<file path="src/rtl/cmp_serial_32.sv">
// cmp_serial_32: bit-serial MSB-first unsigned magnitude comparator, DIGIT bits per cycle
module cmp_serial_32 #(
  parameter int WIDTH      = 32,
  parameter int DIGIT      = 1,
  parameter bit EARLY_EXIT = 1'b1
) (
  input  logic             clk,
  input  logic             rst,
  input  logic             start,
  input  logic [WIDTH-1:0] a,
  input  logic [WIDTH-1:0] b,
  output logic             busy,
  output logic             done,
  output logic             gt,
  output logic             lt,
  output logic             eq
);
  localparam int N  = WIDTH / DIGIT;
  localparam int CW = N > 1 ? $clog2(N) : 1;
  typedef enum logic [1:0] {IDLE, RUN, FIN} state_t;
  state_t state, next;
  logic [WIDTH-1:0] sa, sb;
  logic [CW-1:0] cnt;
  logic [DIGIT-1:0] da, db;
  logic diff, last, accept;
  always_comb begin
    da     = sa[WIDTH-1 -: DIGIT];
    db     = sb[WIDTH-1 -: DIGIT];
    diff   = da != db;
    last   = cnt == CW'(N - 1);
    accept = start && state != RUN;
  end
  always_ff @(posedge clk)
    state <= rst ? IDLE : next;
  always_comb begin
    next = state;
    if (state == RUN) next = (EARLY_EXIT && diff) || last ? FIN : RUN;
    else next = start ? RUN : IDLE;
  end
  always_comb begin
    busy = state == RUN;
    done = state == FIN;
  end
  // Once gt/lt is set, later digits are ignored so the first (most significant) difference wins
  always_ff @(posedge clk) begin
    if (rst) begin
      sa  <= '0;
      sb  <= '0;
      cnt <= '0;
      gt  <= 1'b0;
      lt  <= 1'b0;
      eq  <= 1'b0;
    end else if (accept) begin
      sa  <= a;
      sb  <= b;
      cnt <= '0;
      gt  <= 1'b0;
      lt  <= 1'b0;
      eq  <= 1'b0;
    end else if (state == RUN) begin
      sa  <= sa << DIGIT;
      sb  <= sb << DIGIT;
      cnt <= cnt + CW'(1);
      if (!gt && !lt) begin
        gt <= da > db;
        lt <= da < db;
        eq <= last && !diff;
      end
    end
  end
endmodule

</file>
<file path="config.mk">
export PLATFORM = sky130hd
export DESIGN_NAME = cmp_serial_32
export DESIGN_NICKNAME = d
export VERILOG_FILES = /design/src/rtl/cmp_serial_32.sv
export SDC_FILE = /design/constraint.sdc
export NUM_CORES = 1
export LEC_CHECK = 0
export BUFFER_PORTS_ARGS = -buffer_cell sky130_fd_sc_hd__buf_2
export CAP_MARGIN = 20
export CORE_MARGIN = 3
export CORE_UTILIZATION = 30
export DETAILED_ROUTE_END_ITERATION = 7
export PLACE_DENSITY = 0.6
export SETUP_SLACK_MARGIN = 0.2
export SYNTH_ARGS = -nofsm -noshare
export SYNTH_HDL_FRONTEND = slang
export SYNTH_SLANG_ARGS = --single-unit
</file>
<file path="constraint.sdc">
create_clock -name clk -period 1.65 [get_ports clk]
set_input_delay 0 -clock clk [delete_from_list [all_inputs] [get_ports clk]]
set_output_delay 0 -clock clk [all_outputs]
set_load 0.02 [all_outputs]
</file>
# After elaboration in Yosys (flattened, before gate mapping)
# Index checks and enable logic that the tools add are counted.
[classes]
reduce_logical = 10
magnitude_cmp = 2
muxes = 7
n_addsub = 1
n_eq_ne = 5
[ops]
columns = ["op", "count"]
rows = [
  ["$mux 32", 4],
  ["$add 5x1->5 const B", 1],
  ["$eq 5x5->1 const B", 1],
  ["$mux 2", 2],
  ["$logic_and 1x1->1", 3],
  ["$logic_not 1->1", 3],
  ["$eq 2x1->1 const B", 1],
  ["$eq 2x2->1 const B", 1],
  ["$ne 2x1->1 const B", 1],
  ["$reduce_and 2->1", 1],
  ["$reduce_bool 2->1", 1],
  ["$reduce_or 2->1", 1],
  ["$gt 1x1->1", 1],
  ["$logic_or 1x1->1", 1],
  ["$lt 1x1->1", 1],
  ["$mux 1", 1],
  ["$ne 1x1->1", 1],
]
[word_totals]
register_bits = 74
out_inout_bits = 5
wordCells = 32

# Depth between registers and ports, before layout
[depth]
depth_word = 4
depth_mapped = 6

# Worst setup path before layout
# Ideal clock, no wire load.
[synth_path]
path_type = "reg2reg"
start = "reg cnt[0]"
end = "reg state[0]"
n_path_buf = 0
path_slack_ns = 0.411
synth_period_minus_slack_ns = 1.239
arrival_ns = 1.169
setup_time_ns = 0.070
stages_incl_launch_ff = 7
required_time_ns = 1.580
path_cell_list = "dfxtp_1 ha_1 and3_1 ha_1 nor2b_1 nand2_1 a21oi_1"
[synth_via]
elab_chain_len = 4
[synth_lines]
columns = ["element", "line", "rtl"]
rows = [
  ["start, declared", "23", "logic [CW-1:0] cnt;"],
  ["start signal, assigned", "63", "cnt <= cnt + CW'(1);"],
  ["$eq 5x5->1", "30", "last = cnt == CW'(N - 1);"],
  ["$logic_or 1x1->1", "37", "if (state == RUN) next = (EARLY_EXIT && diff) || last ? FIN : RUN;"],
  ["$mux 2 (2 in series)", "37", ""],
  ["end signal, assigned", "34", "state <= rst ? IDLE : next;"],
  ["end, declared", "21", "state_t state, next;"],
]
# Every way passes these cells.
# A chain may end at the register's enable or synchronous reset.

# Worst setup path in the final report
[layout_path]
start = "reg state[0]"
end = "out busy"
[layout_via]
elab_chain_len = 1
[layout_lines]
columns = ["element", "line", "rtl"]
rows = [
  ["$eq 2x1->1", "41", "busy = state == RUN;"],
  ["end, declared", "12", "output logic busy,"],
]
# Every way passes these cells.

==> results.json <==
{
  "fin_crit_sh_pct": 81.5,
  "timing.slew.headroom_pct": 66.7,
  "skew_ns": 0.00423,
  "tightest_slew_ns": 0.500,
  "detail-route-antenna-nets": 0,
  "start_util_pct": 31.1,
  "tns_ns": 0,
  "irDropWorstVdd_mv": 0.693,
  "cts_sinks": 74,
  "avgViaCountPerCell": 4.73,
  "status": "finished, final reports clean",
  "ff2ff_setup_slack_ns": 0.33,
  "layout_commonest_cell": "dfxtp_1",
  "power_density_nw_per_um2": 1180,
  "yosys_warnings": 0,
  "wire_per_inst_um": 12.7,
  "diodes": 0,
  "h-tree-depth": 3,
  "cpPeakStageDelay_ns": 0.45,
  "cts_root_buffer": "clkbuf_16",
  "wl_um": 6910,
  "dp.cells": 523,
  "vias": 2562,
  "die_x_um": 113,
  "cpMaxStageDelayCell": "dfxtp_1",
  "grt_max_degree": 67,
  "cp-end-kind": "output port",
  "drcViolationCount": 0,
  "synthDistinctLibCells": 32,
  "cts_tree": "yes",
  "max-clock-path-buffers": 2,
  "die_y_um": 113,
  "syn_area_per_cell_um2": 10.3,
  "synth_area_leader_cell": "dfxtp_1",
  "reg2reg_from": "cnt[0]",
  "rsz0062_at_grt": "yes",
  "instances_no_fill": 542,
  "p_leak_uw": 0.00188,
  "place_congestion": 0.756,
  "hpwlAfterDp_um": 4680,
  "period_needed_ns": 1.34,
  "hp-class": "primary input to flip-flop",
  "synth_cells": 334,
  "syn_nets": 405,
  "setup_violations": 0,
  "min_from": "a[6]",
  "arrival_ns": 1.34,
  "syn-cell-area_um2": 3440,
  "path_delay_family": "flip-flops",
  "syn_to_final_growth_pct": 23.0,
  "synth_area_leaders": "dfxtp_1, mux2i_1, a211oi_1",
  "synth_top_area_share_pct": 43.1,
  "core_um2": 11000,
  "port_buffers": 71,
  "drive_above_1_share_pct": 29.9,
  "die-area_um2": 12800,
  "grt-ovfl-total": 0,
  "crit_start": "state[0]",
  "critical_path.cell_chain": "nand2b_4 -> inv_4 -> buf_2",
  "cts_setup_buffers": 0,
  "seq_area_frac_synth_pct": 43.1,
  "max_freq_mhz": 744,
  "crit_required_ns": 1.65,
  "grt.total_usage_pct": 11.1,
  "grt_pass1_wl_um": 11700,
  "antenna_found_initial": 1,
  "mostFrequentLayoutCells": "dfxtp_1, buf_2, nor2_1",
  "ys_ff_latch": 74,
  "drt_iter0_markers": 144,
  "io_pins": 72,
  "insertion_delay_ns": 0.32,
  "fp-row-count": 38,
  "cts_buffers": 9,
  "maxSlewViolCount": 0,
  "max_cap_viol_count": 0,
  "firstDrtPassIters": 4,
  "clk_pin_slew_ns": 0.06,
  "worstSetupStartpointType": "flip-flop",
  "critPathKind": "flip-flop to output port",
  "num-nets-final": 468,
  "worstPathBufferInverterCount": 2,
  "crit_fanout": 15,
  "grt_pass1_vias": 2553,
  "hold_viol": 0
}
## worst reg2reg max path, cell delays in order, from the launching register on
cell	delay, ns
dfxtp_1	0.33
ha_1	0.22
and3_1	0.19
ha_1	0.20
nor2b_2	0.13
nand2_1	0.06
a21oi_1	0.13
## cells in the mapped netlist
master,instances
a211oi_1,42
a211oi_2,20
a21o_4,1
a21oi_1,6
a31oi_1,1
and3_1,1
buf_1,1
buf_12,1
buf_2,9
buf_4,3
buf_6,10
buf_8,2
clkbuf_1,2
clkbuf_4,2
dfxtp_1,74
ha_1,4
inv_1,3
inv_4,1
mux2i_1,64
nand2_1,6
nand2b_1,1
nand3_1,1
nand3b_1,2
nand4_1,1
nor2_1,66
nor2b_1,2
nor3_1,3
o21ai_0,1
o31ai_1,1
or3_1,1
xnor2_1,1
xor2_1,1
## per-layer routing
layer	vias up	GRT usage (%)	share of wire (%)
met4	2	3.37	1.1
met1	1176	14.5	49
met2	45	17.5	45
li1	1330	-	-
met3	9	3.74	5.5
met5	-	0	0.19
## final timing paths
path | to | cells after the start
max | busy | 3
min | sa[6] | 3
max reg2reg | state[0] | 6
min reg2reg | cnt[4] | 2
## report_power, final
part           total, uW  switching [uW]  internal, uW
clock network       2160             714          1440
logic                739             386           353
registers           2070            98.3          1970
total               4970            1200          3770
## through the flow
step	power (uW)	util (%)	hold slack (ns)	instance area, um^2	worst slack, ns
2_1_floorplan	2680	-	0.185	3440	0.411
3_3_place_gp	2830	34.9	0.294	3850	0.341
3_5_place_dp	2850	34.9	0.315	3850	0.298
4_1_cts	5040	38.2	0.00486	4210	0.233
5_1_grt	5240	38.3	0.0197	4230	0.198
6_report	4970	38.3	0.0136	4230	0.305
## kinds of logic after synthesis
kind of cell | count (synthesis) | synth area share [%]
fa+ha+maj | 4 | 1.46
buf+inv | 34 | 7.98
simple gates | 84 | 9.98
compound gates | 72 | 18.3
mux | 64 | 18.6
xor+xnor | 2 | 0.510
flops | 74 | 43.1
## sequential cells by signal, summed over array words and instances (netlist names)
signal and count:
sa 32, sb 32, cnt 5, state 2, eq 1, gt 1
lt 1
## layout make-up
type | count | area [um^2]
timing repair buffer | 81 | 513
clock inverter | 4 | 72.6
tap | 140 | 175
multi-input combinational | 227 | 1700
clock buffer | 12 | 267
sequential | 74 | 1480
fill | 1132 | 6810
inverter | 4 | 17.5
## what timing repair did
action | CTS | global route
resized for setup | 0 | 1
hold endpoints to repair | 2 | 0
endpoints found under the setup margin | 0 | 17
hold buffers | 2 | 0
No activity file was read; power rests on OpenSTA's default activity.
